==> src/rtl/serial_adder_pkg.sv <==
// Shared types and helpers for the digit-serial adder/subtractor.
package serial_adder_pkg;

  typedef enum logic [1:0] {
    StIdle,
    StRun,
    StDone
  } state_e;

  // Slice counter width; never narrower than one bit.
  function automatic int unsigned cnt_width(input int unsigned n);
    return (n > 1) ? $clog2(n) : 1;
  endfunction

endpackage

==> src/rtl/adder_slice.sv <==
// Combinational DIGIT-bit ripple adder; also exposes the carry into its top bit.
module adder_slice #(
  parameter int unsigned DIGIT = 4
) (
  input  logic [DIGIT-1:0] x,
  input  logic [DIGIT-1:0] y,
  input  logic             ci,
  output logic [DIGIT-1:0] s,
  output logic             co,
  output logic             cmsb
);

  logic [DIGIT:0] c;

  always_comb begin
    c    = '0;
    s    = '0;
    c[0] = ci;
    for (int i = 0; i < DIGIT; i++) begin
      s[i]   = x[i] ^ y[i] ^ c[i];
      c[i+1] = (x[i] & y[i]) | (c[i] & (x[i] ^ y[i]));
    end
  end

  assign co   = c[DIGIT];
  assign cmsb = c[DIGIT-1];

endmodule

==> src/rtl/serial_adder.sv <==
// Digit-serial two's-complement adder/subtractor with valid/ready on both sides.
module serial_adder
  import serial_adder_pkg::*;
#(
  parameter int unsigned WIDTH = 32,
  parameter int unsigned DIGIT = 4
) (
  input  logic             clk,
  input  logic             rst,
  input  logic             in_valid,
  output logic             in_ready,
  input  logic [WIDTH-1:0] a,
  input  logic [WIDTH-1:0] b,
  input  logic             cin,
  input  logic             sub,
  output logic             out_valid,
  input  logic             out_ready,
  output logic [WIDTH-1:0] sum,
  output logic             cout,
  output logic             ovf
);

  localparam int unsigned N  = WIDTH / DIGIT;
  localparam int unsigned CW = cnt_width(N);
  localparam logic [CW-1:0] LastCnt = CW'(N - 1);

  if (WIDTH < 1 || DIGIT < 1 || DIGIT > WIDTH || (WIDTH % DIGIT) != 0) begin : gen_param_check
    $error("serial_adder: WIDTH must be a non-zero multiple of DIGIT, DIGIT >= 1");
  end

  state_e           state_q, state_d;
  logic [CW-1:0]    cnt_q, cnt_d;
  logic             carry_q, carry_d;
  logic [WIDTH-1:0] a_q, a_d;
  logic [WIDTH-1:0] b_q, b_d;
  logic [WIDTH-1:0] acc_q, acc_d;
  logic [WIDTH-1:0] sum_q, sum_d;
  logic             cout_q, cout_d;
  logic             ovf_q, ovf_d;

  logic [DIGIT-1:0]       slice_s;
  logic                   slice_co;
  logic                   slice_cmsb;
  logic [WIDTH+DIGIT-1:0] acc_shift;

  adder_slice #(
    .DIGIT(DIGIT)
  ) u_slice (
    .x   (a_q[DIGIT-1:0]),
    .y   (b_q[DIGIT-1:0]),
    .ci  (carry_q),
    .s   (slice_s),
    .co  (slice_co),
    .cmsb(slice_cmsb)
  );

  // New slice enters at the top; after N shifts the LSB slice sits at bit 0.
  assign acc_shift = {slice_s, acc_q};

  always_comb begin
    state_d = state_q;
    cnt_d   = cnt_q;
    carry_d = carry_q;
    a_d     = a_q;
    b_d     = b_q;
    acc_d   = acc_q;
    sum_d   = sum_q;
    cout_d  = cout_q;
    ovf_d   = ovf_q;
    unique case (state_q)
      StIdle: begin
        if (in_valid) begin
          a_d     = a;
          b_d     = sub ? ~b : b;
          carry_d = sub ? 1'b1 : cin;
          cnt_d   = '0;
          state_d = StRun;
        end
      end
      StRun: begin
        acc_d   = acc_shift[WIDTH+DIGIT-1:DIGIT];
        a_d     = a_q >> DIGIT;
        b_d     = b_q >> DIGIT;
        carry_d = slice_co;
        cnt_d   = cnt_q + 1'b1;
        if (cnt_q == LastCnt) begin
          sum_d   = acc_d;
          cout_d  = slice_co;
          ovf_d   = slice_cmsb ^ slice_co;
          cnt_d   = '0;
          state_d = StDone;
        end
      end
      StDone: begin
        if (out_ready) begin
          state_d = StIdle;
        end
      end
      default: state_d = StIdle;
    endcase
  end

  always_ff @(posedge clk or posedge rst) begin
    if (rst) begin
      state_q <= StIdle;
      cnt_q   <= '0;
      carry_q <= 1'b0;
      a_q     <= '0;
      b_q     <= '0;
      acc_q   <= '0;
      sum_q   <= '0;
      cout_q  <= 1'b0;
      ovf_q   <= 1'b0;
    end else begin
      state_q <= state_d;
      cnt_q   <= cnt_d;
      carry_q <= carry_d;
      a_q     <= a_d;
      b_q     <= b_d;
      acc_q   <= acc_d;
      sum_q   <= sum_d;
      cout_q  <= cout_d;
      ovf_q   <= ovf_d;
    end
  end

  assign in_ready  = (state_q == StIdle);
  assign out_valid = (state_q == StDone);
  assign sum       = sum_q;
  assign cout      = cout_q;
  assign ovf       = ovf_q;

endmodule

==> config.mk <==
export PLATFORM = sky130hd
export DESIGN_NAME = serial_adder
export DESIGN_NICKNAME = d
export VERILOG_FILES = /design/src/rtl/serial_adder_pkg.sv /design/src/rtl/adder_slice.sv /design/src/rtl/serial_adder.sv
export SDC_FILE = /design/constraint.sdc
export NUM_CORES = 1
export LEC_CHECK = 0
export BUFFER_PORTS_ARGS = -buffer_cell sky130_fd_sc_hd__buf_2
export CAP_MARGIN = 20
export CORE_MARGIN = 2
export CORE_UTILIZATION = 56
export DETAILED_ROUTE_END_ITERATION = 10
export PLACE_DENSITY = 0.8
export SLEW_MARGIN = 15
export SYNTH_ARGS = -nofsm -noshare
export SYNTH_HDL_FRONTEND = slang
export SYNTH_HIERARCHICAL = 1
export SYNTH_SLANG_ARGS = --single-unit
export TNS_END_PERCENT = 50
==> constraint.sdc <==
create_clock -name clk -period 4.9 [get_ports clk]
set_input_delay 0.735 -clock clk [delete_from_list [all_inputs] [get_ports clk]]
set_output_delay 0.735 -clock clk [all_outputs]
set_load 0.005 [all_outputs]
== Word level (Yosys, flattened, before mapping) ==
Cells that the tools add are included.

* Register bits after elaboration: 136
* Output and inout bits: 36
* Logic and storage cells: 58

* Add/subtract/negate cells: 1
* Equal/unequal tests: 6
* Mux-type cells: 15
* Bitwise logic cells: 22
* Reduce and logical (&&, ||, !) cells: 5

{| class="wikitable"
|+ Operators by type and width
! kind !! number
|-
| case mux 32 bit (2 select lines) || 2
|-
| two-way mux 32 bit || 3
|-
| NOT 32 bit || 1
|-
| bitwise XOR 1 bit || 9
|-
| bitwise AND 1 bit || 8
|-
| two-way mux 2 bit || 3
|-
| two-way mux 3 bit || 2
|-
| case mux 2 bit (3 select lines) || 1
|-
| case mux 3 bit (2 select lines) || 1
|-
| != test 2 bit, second input constant || 2
|-
| bitwise OR 1 bit || 4
|-
| AND reduction 2 bit || 2
|-
| adder 3 x 1 -> 3 bit, second input constant || 1
|-
| == test 3 bit, second input constant || 1
|-
| AND reduction 3 bit || 1
|-
| == test 2 x 1 -> 1 bit, second input constant || 1
|-
| == test 2 bit, second input constant || 1
|-
| zero test 2 bit || 1
|-
| two-way mux 1 bit || 2
|-
| != test 2 x 1 -> 1 bit, second input constant || 1
|-
| case mux 1 bit (2 select lines) || 1
|-
| nonzero test 2 bit || 1
|}

== Longest topological paths before layout ==
* Depth in word-level cells: 10
* Gate-level depth with buffers: 8
* Mapped depth without buffers: 8

== By module ==
Netlist, hierarchy kept.

{| class="wikitable"
|+ By module, submodules not included
! module !! times used !! cells each !! area an instance (um2)
|-
| serial_adder || 1 || 507 || 5993.2
|-
| adder_slice || 1 || 12 || 110.1
|}

== Worst setup path before layout ==
OpenSTA, ideal clock, no wires.

* Path type: register to register
* From: reg a_q[0]
* To: reg sum_q[31], in the netlist sum[31]
* Data arrival time: 2.064 ns
* Slack: 2.711 ns
* Cell stages (with the launch flop): 8
* Cells stage by stage: dfrtp_1 > fa_1 > inv_1 > fa_1 > fa_1 > inv_1 > fa_1 > mux2_4

* Word-level cells in the longest chain between the ends: 8

{| class="wikitable"
|+ RTL lines
! item !! line !! text
|-
| start, declared || serial_adder.sv:34 || <nowiki>logic [WIDTH-1:0] a_q, a_d;</nowiki>
|-
| start signal, assigned || serial_adder.sv:108 || <nowiki>a_q <= '0;</nowiki>
|-
| start signal, assigned || serial_adder.sv:118 || <nowiki>a_q <= a_d;</nowiki>
|-
| bitwise XOR 1 bit || adder_slice.sv:21 || <nowiki>c[i+1] = (x[i] & y[i]) | (c[i] & (x[i] ^ y[i]));</nowiki>
|-
| bitwise AND 1 bit || adder_slice.sv:21 ||
|-
| bitwise OR 1 bit * || adder_slice.sv:21 ||
|-
| bitwise AND 1 bit * || adder_slice.sv:21 ||
|-
| bitwise OR 1 bit * || adder_slice.sv:21 ||
|-
| bitwise AND 1 bit * || adder_slice.sv:21 ||
|-
| bitwise OR 1 bit * || adder_slice.sv:21 ||
|-
| via slice_cmsb || serial_adder.sv:43 || <nowiki>logic slice_cmsb;</nowiki>
|-
| bitwise XOR 1 bit * || adder_slice.sv:20 || <nowiki>s[i] = x[i] ^ y[i] ^ c[i];</nowiki>
|-
| via slice_s[3] || serial_adder.sv:41 || <nowiki>logic [DIGIT-1:0] slice_s;</nowiki>
|-
| end signal, assigned || serial_adder.sv:121 || <nowiki>sum_q <= sum_d;</nowiki>
|-
| end, declared || serial_adder.sv:37 || <nowiki>logic [WIDTH-1:0] sum_q, sum_d;</nowiki>
|}

The timed path passes the listed nets; every way through them passes the cells marked *.
A chain may end at the register's enable or synchronous reset.

== Final worst setup path ==
* From: reg state_q[0]
* To: out out_valid

* Word-level cells in the longest chain between the ends: 1

{| class="wikitable"
|+ RTL lines
! item !! line !! text
|-
| start, declared || serial_adder.sv:31 || <nowiki>state_e state_q, state_d;</nowiki>
|-
| start signal, assigned || serial_adder.sv:105 || <nowiki>state_q <= StIdle;</nowiki>
|-
| start signal, assigned || serial_adder.sv:115 || <nowiki>state_q <= state_d;</nowiki>
|-
| == test 2 bit || serial_adder.sv:128 || <nowiki>assign out_valid = (state_q == StDone);</nowiki>
|-
| end, declared || serial_adder.sv:16 || <nowiki>output logic out_valid,</nowiki>
|}

No other way between the ends.

==> impl_metrics.env <==
export IMPL_synth_cell_types=25
export IMPL_first_pass_iters=4
export IMPL_rsz0062_at_grt="false"
export IMPL_start_kind="register"
export IMPL_syn_avg_cell_area_um2=11.8
export IMPL_gp_congestion=0.754
export IMPL_pwr_density_cell_nw_per_um2=642
export IMPL_final_cell_mix="dfrtp_1, buf_2, nand2_1"
export IMPL_worstSetupStartpoint="state_q[0]$_DFFE_PP0P_"
export IMPL_postCtsHoldBufs=0
export IMPL_synth_nets=595
export IMPL_tightest_slew_ns=1.02
export IMPL_finalHoldViolCount=0
export IMPL_p_leak_nw=3.40
export IMPL_worstReg2RegStart="state_q[0]$_DFFE_PP0P_"
export IMPL_drv_cap=0
export IMPL_ant_nets=0
export IMPL_synth_warnings=6
export IMPL_finalWirelength_um=12000
export IMPL_nets=681
export IMPL_synth_edf_count=0
export IMPL_drcViolationCount=0
export IMPL_cts_root_buf="clkbuf_8"
export IMPL_outcome="finished, final reports clean"
export IMPL_die_h_um=108
export IMPL_cts_tree="built"
export IMPL_dieArea_um2=11700
export IMPL_place_area_um2=6630
export IMPL_cts_max_path_buffers=2
export IMPL_drt_wirelength_per_cell_um=15.9
export IMPL_finalCritPeriodShare_pct=57.3
export IMPL_track_usage_pct=22.4
export IMPL_grt_pass1_vias=4236
export IMPL_antennaDiodeCount=0
export IMPL_synth_top_cell_area_share_pct=54.1
export IMPL_synthFlopType="dfrtp_1"
export IMPL_portBuffers=105
export IMPL_finalInstanceArea_um2=7270
export IMPL_setup_viol=0
export IMPL_final_common_cell="dfrtp_1"
export IMPL_ys_seq_area_share_pct=54.1
export IMPL_syn_area_um2=6100
export IMPL_final_setup_tns_ns=0
export IMPL_crit_chain="buf_4 > nand2b_1 > inv_1 > buf_2"
export IMPL_grt_remaining_overflow=0
export IMPL_crit_family="flip-flops"
export IMPL_post_cts_buffers=0
export IMPL_crit_buf_inv=3
export IMPL_chipWidth_um=108
export IMPL_path_clk_slew_ns=0.06
export IMPL_grt_pass1_wl_um=20500
export IMPL_synthCells=519
export IMPL_setup_ws_ns=2.09
export IMPL_antenna_found_initial=0
export IMPL_hpwl_um=7420
export IMPL_grt_max_degree=105
export IMPL_cp_required_ns=4.16
export IMPL_via_per_inst=5.58
export IMPL_crit_type="register to primary output"
export IMPL_design_core_area_um2=10700
export IMPL_cts_sinks=132
export IMPL_start_util_pct=56.8
export IMPL_cts_repair_resized=0
export IMPL_crit_path_top_delay_cell="dfrtp_2"
export IMPL_drtIter0Drc=410
export IMPL_htree_levels=4
export IMPL_dpl_worst_slack_ns=2.03
export IMPL_vdd_drop_max_uv=311
export IMPL_clk_latency_ns=0.51
export IMPL_drive_gt1_share_pct=33.7
export IMPL_critical_path_max_stage_delay_ns=0.89
export IMPL_vias=4226
export IMPL_fmaxAchievable_mhz=356
export IMPL_synth_top_area_cell="dfrtp_1"
export IMPL_utilization_pct=67.7
export IMPL_rows=38
export IMPL_synth_area_leaders="dfrtp_1, mux2_4, mux2_2"
export IMPL_ys_async_sr_fraction_pct=100
export IMPL_cts_made_buffers=17
export IMPL_ys_ff_latch=132
export IMPL_hold_class="primary input to asynchronous set/reset pin"
export IMPL_slew_violations=0
export IMPL_fin_crit_ns=2.81
export IMPL_cp_data_arrival_time_ns=2.07
export IMPL_areaGrowthSynthToFinish_pct=19.2
export IMPL_maxSlewHeadroom_pct=31.5
export IMPL_io_pins=106
export IMPL_clock_skew_ns=0.00790
export IMPL_endpoint_kind="primary output"
export IMPL_critPathMaxFanout=48
-- worst paths after layout --
path	endpoint	slack, ns	depth (start not counted)
hold / removal	sum[4]$_DFFE_PP0P_	0.42	2
max in group asynchronous	sum[28]$_DFFE_PP0P_	3.50	3
setup / recovery	out_valid	2.09	4
min in group clk	state_q[1]$_DFFE_PP0P_	0.42	2
hold reg to reg	b_q[28]$_DFFE_PP0P_	0.48	2
setup reg to reg	a_q[3]$_DFFE_PP0P_	2.33	4
-- per-stage QoR --
step           power, mW  instances  hold WS [ns]
2_1_floorplan       2.95        519         0.450
3_3_place_gp        3.27        726         0.462
3_5_place_dp        3.37        726         0.470
4_1_cts             4.72        758         0.379
5_1_grt             5.00        758         0.413
6_report            4.67        758         0.415
-- cell families after synthesis --
logic type	Yosys count	share of synthesized area (%)
buf+inv	52	4.20
mux	61	12.9
compound gates	130	14.0
simple gates	105	8.26
xor+xnor	33	4.74
fa+ha+maj	6	1.72
flops	132	54.1
-- registers in the layout, summed over array words and instances, names as in the netlist --
| register | flops |
|---|---|
| a_q | 32 |
| carry_q | 1 |
| b_q | 32 |
| sum | 32 |
| cout | 1 |
| acc_q | 28 |
| ovf | 1 |
| cnt_q | 3 |
| state_q | 2 |
-- cell type report --
cell class	instances	area, µm²
clock inverter	11	174
multi-input combinational	335	2560
inverter	10	42.5
sequential	132	3310
timing repair buffer	109	556
fill	838	3470
tap	140	175
clock buffer	21	459
-- report_power, final --
part | switching (mW) | leakage (nW) | internal [mW]
registers | 0.377 | 1.67 | 1.57
clock network | 0.466 | 0.301 | 0.869
logic | 0.599 | 1.43 | 0.788
-- synthesized netlist by cell type, drive strengths merged, types with 2 or more instances --
master and count:
a21oi 31, a22o 6, nand2 64, nor2 2
inv 10, nor2b 34, o21ai 35, a22oi 28
mux2 61, fa 4, o221ai 28, buf 25
clkbuf 17, ha 2, xnor2 32, nand2b 3
dfrtp 132
-- layer usage --
| metal | vias up | global-route usage, % | part of all wire [%] |
|---|---|---|---|
| li1 | 2003 | - | - |
| met1 | 2089 | 30.4 | 45 |
| met2 | 123 | 34.9 | 49 |
| met3 | 11 | 5.36 | 4.5 |
| met4 | 0 | 8.79 | 1.1 |
| met5 | - | 0 | 0 |
No activity file was read; power rests on OpenSTA's default activity.
